$ cat src/rtl/bus_mem_arbiter.sv
// bus_mem_arbiter: arbitrates the core's fetch bus (dual-word) and data bus
// (single-word load/store) onto one shared single-port memory with a
// req/ack handshake, and folds kseg0/kseg1 virtual addresses to physical.
module bus_mem_arbiter #(
  parameter int unsigned ADDR_MAP_EN = 1,
  parameter int unsigned INST_WORDS  = 2
) (
  input  logic        clk,
  input  logic        rst,
  // instruction-fetch master
  input  logic        i_read,
  input  logic [31:0] i_addr,
  output logic [31:0] i_rdata1,
  output logic [31:0] i_rdata2,
  output logic        i_stall,
  // data master
  input  logic        d_read,
  input  logic        d_write,
  input  logic [31:0] d_addr,
  input  logic [3:0]  d_be,
  input  logic [31:0] d_wdata,
  output logic [31:0] d_rdata,
  output logic        d_stall,
  // shared memory port
  output logic        mem_req,
  output logic        mem_we,
  output logic [31:0] mem_addr,
  output logic [3:0]  mem_be,
  output logic [31:0] mem_wdata,
  input  logic        mem_ack,
  input  logic [31:0] mem_rdata
);

  // Any value other than 1 is treated as a dual-word fetch.
  localparam bit TWO_WORDS = (INST_WORDS != 1);

  typedef enum logic [2:0] {
    IDLE,
    D_ACC,
    I_ACC1,
    I_ACC2,
    D_DONE,
    I_DONE
  } state_e;

  state_e      state_q;
  logic        mem_req_q;
  logic        mem_we_q;
  logic [31:0] mem_addr_q;
  logic [3:0]  mem_be_q;
  logic [31:0] mem_wdata_q;
  logic [31:0] d_rdata_q;
  logic [31:0] i_rdata1_q;
  logic [31:0] i_rdata2_q;

  logic        d_req;
  logic [31:0] d_paddr;
  logic [31:0] i_paddr;

  // kseg0 (0x8..0x9) and kseg1 (0xA..0xB) both fold onto the low 512 MB.
  function automatic logic [31:0] map_addr(input logic [31:0] a);
    if ((ADDR_MAP_EN != 0) && (a[31:30] == 2'b10)) begin
      return a & 32'h1FFF_FFFF;
    end
    return a;
  endfunction

  assign d_req   = d_read | d_write;
  assign d_paddr = map_addr(d_addr);
  assign i_paddr = map_addr(i_addr);

  // Arbitration FSM; all memory-side outputs and returned data are registered
  // here so a master that misbehaves mid-access cannot disturb the bus.
  always_ff @(posedge clk or negedge rst) begin
    if (!rst) begin
      state_q     <= IDLE;
      mem_req_q   <= 1'b0;
      mem_we_q    <= 1'b0;
      mem_addr_q  <= '0;
      mem_be_q    <= '0;
      mem_wdata_q <= '0;
      d_rdata_q   <= '0;
      i_rdata1_q  <= '0;
      i_rdata2_q  <= '0;
    end else begin
      unique case (state_q)
        IDLE: begin
          // Data wins: the MEM-stage access belongs to the older instruction.
          if (d_req) begin
            state_q     <= D_ACC;
            mem_req_q   <= 1'b1;
            mem_we_q    <= d_write;
            mem_addr_q  <= d_paddr;
            mem_be_q    <= d_write ? d_be : 4'hF;
            mem_wdata_q <= d_wdata;
          end else if (i_read) begin
            state_q     <= I_ACC1;
            mem_req_q   <= 1'b1;
            mem_we_q    <= 1'b0;
            mem_addr_q  <= i_paddr;
            mem_be_q    <= 4'hF;
            mem_wdata_q <= '0;
          end
        end
        D_ACC: begin
          if (mem_ack) begin
            if (!mem_we_q) begin
              d_rdata_q <= mem_rdata;
            end
            mem_req_q <= 1'b0;
            mem_we_q  <= 1'b0;
            state_q   <= D_DONE;
          end
        end
        I_ACC1: begin
          if (mem_ack) begin
            i_rdata1_q <= mem_rdata;
            if (TWO_WORDS) begin
              // req stays high; the second word sits 4 bytes on, wrapping at 2^32
              mem_addr_q <= mem_addr_q + 32'd4;
              state_q    <= I_ACC2;
            end else begin
              mem_req_q <= 1'b0;
              state_q   <= I_DONE;
            end
          end
        end
        I_ACC2: begin
          if (mem_ack) begin
            i_rdata2_q <= mem_rdata;
            mem_req_q  <= 1'b0;
            state_q    <= I_DONE;
          end
        end
        D_DONE:  state_q <= IDLE;
        I_DONE:  state_q <= IDLE;
        default: state_q <= IDLE;
      endcase
    end
  end

  assign mem_req   = mem_req_q;
  assign mem_we    = mem_we_q;
  assign mem_addr  = mem_addr_q;
  assign mem_be    = mem_be_q;
  assign mem_wdata = mem_wdata_q;

  assign d_rdata   = d_rdata_q;
  assign i_rdata1  = i_rdata1_q;
  assign i_rdata2  = TWO_WORDS ? i_rdata2_q : 32'h0;

  // Stalls release only in the matching DONE cycle; reset forces them low.
  assign i_stall = rst & i_read & (state_q != I_DONE);
  assign d_stall = rst & d_req & (state_q != D_DONE);

endmodule
$ cat config.mk
export PLATFORM = sky130hd
export DESIGN_NAME = bus_mem_arbiter
export DESIGN_NICKNAME = d
export VERILOG_FILES = /design/src/rtl/bus_mem_arbiter.sv
export SDC_FILE = /design/constraint.sdc
export NUM_CORES = 1
export LEC_CHECK = 0
export ABC_CLOCK_PERIOD_IN_PS = 2400
export BUFFER_PORTS_ARGS = -buffer_cell sky130_fd_sc_hd__buf_4
export CAP_MARGIN = 25
export CELL_PAD_IN_SITES_DETAIL_PLACEMENT = 0
export CELL_PAD_IN_SITES_GLOBAL_PLACEMENT = 1
export CORE_MARGIN = 2
export CORE_UTILIZATION = 32
export CTS_BUF_LIST = sky130_fd_sc_hd__clkbuf_8
export DETAILED_ROUTE_END_ITERATION = 16
export GPL_TIMING_DRIVEN = 0
export PLACE_DENSITY_LB_ADDON = 0.1
export SLEW_MARGIN = 20
export SYNTH_ARGS = -nofsm -noshare
export SYNTH_HDL_FRONTEND = slang
export SYNTH_SLANG_ARGS = --single-unit
$ cat constraint.sdc
create_clock -name clk -period 2.4 [get_ports clk]
set_clock_uncertainty 0.15 [all_clocks]
set_input_delay 0.36 -clock clk [delete_from_list [all_inputs] [get_ports clk]]
set_output_delay 0.36 -clock clk [all_outputs]
set_load 0.005 [all_outputs]
-- After elaboration in Yosys (flattened, before gate mapping)
Cells that the tools add are included.
- register bits: 169
- memories: 0
- bits in latches: 0
- bits in read-only memories: 0
- memory bits (writable): 0
- input bits: 138
- add/sub/neg operators: 1
- shift operators: 0
- $mul: 0
- bitwise logic cells: 6
- eq/ne operators: 12
- reductions and logical operators: 14
- div/mod/pow operators: 0
- mux-type cells: 28
- $lt $le $gt $ge: 0
- operators by type and width (kind ; count):
    32-bit two-way mux ; 9
    32-bit one-hot mux with 2 select lines ; 1
    32-bit by 3-bit adder with 32-bit output, second input constant ; 1
    3-bit two-way mux ; 5
    4-bit two-way mux ; 3
    3-bit one-hot mux with 4 select lines ; 1
    3-bit AND reduction ; 4
    3-bit inequality test, second input constant ; 3
    2-bit nonzero test ; 4
    1-bit two-way mux ; 7
    3-bit by 2-bit equality test with 1-bit output, second input constant ; 2
    2-bit inequality test, second input constant ; 3
    2-bit AND reduction ; 3
    1-bit AND ; 4
    2-bit equality test, second input constant ; 2
    1-bit one-hot mux with 2 select lines ; 2
    4-bit AND reduction ; 1
    3-bit by 1-bit equality test with 1-bit output, second input constant ; 1
    3-bit logical NOT ; 1
    2-bit by 1-bit inequality test with 1-bit output, second input constant ; 1
    2-bit OR reduction ; 1
    1-bit NOT ; 1
    1-bit OR ; 1

-- Longest topological paths before layout
- depth after elaboration: 6
- gate-level depth with buffers: 8
- mapped depth without buffers: 6

-- Worst setup path before layout
Ideal clock, no wire load.
- kind: register to register
- start: register mem_addr_q[2] (netlist: mem_addr[2])
- end: register mem_addr_q[22] (netlist: mem_addr[22])
- data arrival time: 1.801 ns
- cell stages (with the launch flop): 7
- library setup time: 0.096 ns
- path buffers: 0
- path slack: 0.354 ns
- clock period less this slack: 2.046 ns
- cells stage by stage: dfrtp_1 -> ha_1 -> nand3_1 -> or4_4 -> nor4_2 -> nor3_1 -> a311oi_2
- longest elaborated chain between the ends: 3
- RTL lines (what ; line ; source):
    start: declaration ; 49 ; logic [31:0] mem_addr_q;
    start signal: assignment ; 93 ; mem_addr_q <= d_paddr;
    start signal: assignment ; 100 ; mem_addr_q <= i_paddr;
    start signal: assignment ; 120 ; mem_addr_q <= mem_addr_q + 32'd4;
    32-bit by 3-bit adder with 32-bit output ; 120 ;
    32-bit two-way mux ; 116 ; if (mem_ack) begin
    32-bit one-hot mux with 2 select lines ; 86 ; unique case (state_q)
Every way passes these cells. The select of a mux whose other input is x is not followed.
A chain may end at the register's enable or synchronous reset.

-- Worst setup path in the final report
- start: register state_q[2]
- end: register mem_addr_q[17] (netlist: mem_addr[17])
- longest elaborated chain between the ends: 3
- elaborated cells on any way between the ends: 7
- RTL lines (what ; line ; source):
    start: declaration ; 46 ; state_e state_q;
    start signal: assignment ; 76 ; state_q <= IDLE;
    start signal: assignment ; 90 ; state_q <= D_ACC;
    start signal: assignment ; 97 ; state_q <= I_ACC1;
    3-bit by 2-bit equality test with 1-bit output or 3-bit logical NOT (tied branches) ; 86 ;
    2-bit inequality test (no line), or another cell as far along ; -- ;
    3-bit AND reduction (no line) ; -- ;
Several ways; a longest one is shown, not always the timed one.

==> results.py <==
metrics = {
    "run_status": {
        "status": "complete, but fails checks",
        "failed_checks": "negative hold slack",
    },
    "timing": {
        "hold_viol_final": 80,
        "relSlewSlack_pct": 43.4,
        "holdWs_ns": -0.374,
        "setup_viol": 0,
        "tightest_slew_ns": 0.849,
        "fin_crit_ns": 2.30,
        "final.setup.tns_ns": 0,
        "maxSlewViolCount": 0,
        "rsz0062_at_grt": "no",
        "fin_crit_sh_pct": 95.9,
        "clock.fmax_mhz": 434,
    },
    "route": {
        "vias": 6825,
        "routedWlPerCell_um": 18.5,
        "drcViolationCount": 0,
        "vias_per_cell": 4.78,
        "routed_wl_mm": 26.5,
        "drt_iter0_drc": 308,
        "first_pass_iters": 5,
        "ant_nets": 0,
    },
    "die": {
        "dieHeight_um": 157,
        "num_io_pins": 306,
        "rows": 55,
        "initial_utilization_pct": 32.8,
        "fp.dieArea_um2": 24600,
        "die_w_um": 157,
        "coreArea_um2": 22800,
    },
    "global_routing": {
        "grt_pass1_wl_mm": 40.3,
        "grt_pass1_vias": 6955,
        "track_usage_pct": 21.4,
        "grt_overflow": 0,
        "grt_start_max_net_pins": 92,
        "antenna_found_initial": 0,
    },
    "clocking": {
        "cts_tree": "done",
        "clk_latency_ns": 0.47,
        "max-clock-path-buffers": 2,
        "cts.sinks": 169,
        "cts_hold_buffers": 69,
        "cts_buffers": 17,
        "cts_max_level": 4,
        "cts_root_buf": "clkbuf_8",
        "clkTransAtPathRegs_ns": 0.11,
    },
    "pwr": {
        "swShare_pct": 36.4,
        "p_seq_share_pct": 36.9,
        "cellLeakagePower_nw": 5.54,
        "switchingPower_mw": 5.17,
        "clockPowerShare_pct": 17.4,
        "power_density_nw_per_um2": 1240,
        "total_power_mw": 14.2,
        "combPwrFrac_pct": 45.7,
        "max-vdd-ir-drop_mv": 0.509,
        "internal-power_mw": 9.03,
    },
    "synthesis": {
        "ys_ff_latch": 169,
        "synth_area_leaders": "dfrtp_1 (57%), mux2_2 (9.5%), nand2_1 (8.2%)",
        "synth.distinct_cells": 53,
        "avgSynthCellArea_um2": 10.6,
        "syn_nets": 844,
        "synth_edf_count": 0,
        "ys_seq_area_share_pct": 56.6,
        "synthArstFlopShare_pct": 100,
        "yosysTopAreaCell": "dfrtp_1",
        "ys_warn_count": 0,
        "synthCells": 705,
        "synth_area_um2": 7470,
        "synthFlopType": "dfrtp_1",
        "yosys.area.top_type_share_pct": 56.6,
    },
    "placed_design": {
        "numPortBuffers": 305,
        "place_hpwl_mm": 18.7,
        "gp_congestion": 0.825,
        "placed_area_um2": 10200,
    },
    "worst_hold_path": {
        "timing.hold.worst.class": "in2async",
    },
    "worst_setup_path": {
        "reg2regPathDepth": 8,
        "slowest_delay_ns": 0.50,
        "r2r_slack_ns": 0.1,
        "start_kind": "flop",
        "cp_slowest_cell": "clkbuf_1",
        "endpoint_kind": "flop",
        "crit_type": "reg2reg",
        "path_max_fanout": 10,
        "cp-startpoint": "state_q[2]",
        "timing.rr.start": "state_q[2]",
        "endpoint": "mem_addr[17]",
        "timing.rr.end": "mem_addr[17]",
        "arrival_ns": 2.50,
        "crit_required_ns": 2.60,
        "cp_cell_sequence": "buf_2, nor2_2, nand2_1, clkbuf_2, clkbuf_1, nand3_1, a21oi_1, nor2_1",
    },
    "layout": {
        "fin_area_um2": 11400,
        "final_common_cell": "buf_4",
        "final_nets": 1242,
        "drive_above_1_share_pct": 40.0,
        "area_delta_synth_final_pct": 53.3,
        "final_cell_mix": "buf_4 (310), dfrtp_1 (167), nand2_1 (163)",
    },
    "job": {
        "maxCapViolCount": 0,
    },
}
-- metrics by stage --
stage / setup WS, ns / hold WS [ns] / utilization [%] / std cells
floorplan: 0.354 / -0.0856 / - / 705
global placement: -0.804 / 0.310 / 44.6 / 1323
global route: 0.00460 / -0.372 / 50.2 / 1428
detailed placement: -0.496 / 0.231 / 44.7 / 1324
finish: 0.0979 / -0.374 / 50.3 / 1429
CTS: 0.0292 / -0.289 / 50.1 / 1428
-- synth_stat cells, drive strengths merged (3+ instances only) --
cell	count
a21oi	29
a22o	33
a2bb2oi	4
a311oi	4
a31oi	8
a32oi	4
and2	5
and3	11
buf	22
clkbuf	23
dfrtp	169
inv	10
mux2	64
mux2i	8
nand2	164
nand2b	3
nand3	28
nand4	11
nor2	35
nor3	11
nor4	4
o21ai	17
o22a	9
or3	4
-- worst min-delay path by stage --
| stage | startpoint | endpoint | slack, ns | cells past startpoint |
|---|---|---|---|---|
| after floorplan | rst | d_rdata[0] | -0.09 | 0 |
| after global placement | i_rdata1[13] | i_rdata1[13] | 0.31 | 2 |
| after detailed placement | rst | mem_addr[3] | 0.23 | 1 |
| after CTS | rst | mem_addr[5] | -0.29 | 1 |
| after global routing | rst | mem_addr[3] | -0.37 | 1 |
| final | rst | mem_addr[3] | -0.37 | 1 |
-- power by group through the flow --
stage / combinational, mW / sequential [mW] / clock (mW)
after floorplan: 2.82 / 5.24 / 0
final: 6.49 / 5.25 / 2.47
after global placement: 6.33 / 5.23 / 0
after CTS: 6.55 / 5.23 / 2.54
after detailed placement: 6.39 / 5.25 / 0
after global routing: 7.08 / 5.43 / 2.66
-- worst max-delay path: cells and delay by family, from the launching register on --
family,cells,cell delay (ns)
AND/OR/NAND/NOR,4,0.46
AO/OA/AOI/OAI,1,0.20
flip-flops,1,0.35
buffers and inverters,3,1.02
-- state kept, by name (all words and copies together), names as in the netlist --
signal and cells:
mem_we 1, state_q 3, mem_addr 32, mem_be 4, i_rdata1 32, mem_req 1, i_rdata2 32, d_rdata 32
mem_wdata 32
-- logic make-up (layout without fill, tap and decap cells) --
family                   Yosys count  after routing  share of synthesized area (%)
flip-flops                       169            169                           56.6
buffers and inverters             55            465                           3.12
other                              0              1                              0
adder cells (fa/ha/maj)            1              1                          0.168
multiplexers                      72             72                           10.7
AND/OR/NAND/NOR                  281            281                           16.8
AO/OA/AOI/OAI                    127            127                           12.6
-- what timing repair did --
item                       4_1_cts  5_1_grt
buffers inserted                 4        0
setup endpoints to repair       56       17
resized for setup               11        9
pin swaps                        1        2
hold endpoints to repair       213       80
-- area by class of cell --
type                    count  area, um^2
diodes                      1        2.50
plain buffers              45         203
clock buffers              18         248
clock inverters            13         233
fillers                  2167       11300
inverters                  10        37.5
multi-input cells         481        3050
flip-flops and latches    169        4230
well taps                 313         392
repair buffers            379        3050
-- metal layers --
layer  global-route usage [%]  wire length (um)
met5                        0                 0
met4                     5.02               354
met3                     5.95              2010
met2                     34.0             12400
met1                     29.2             11700
No activity file was read; power rests on OpenSTA's default activity.
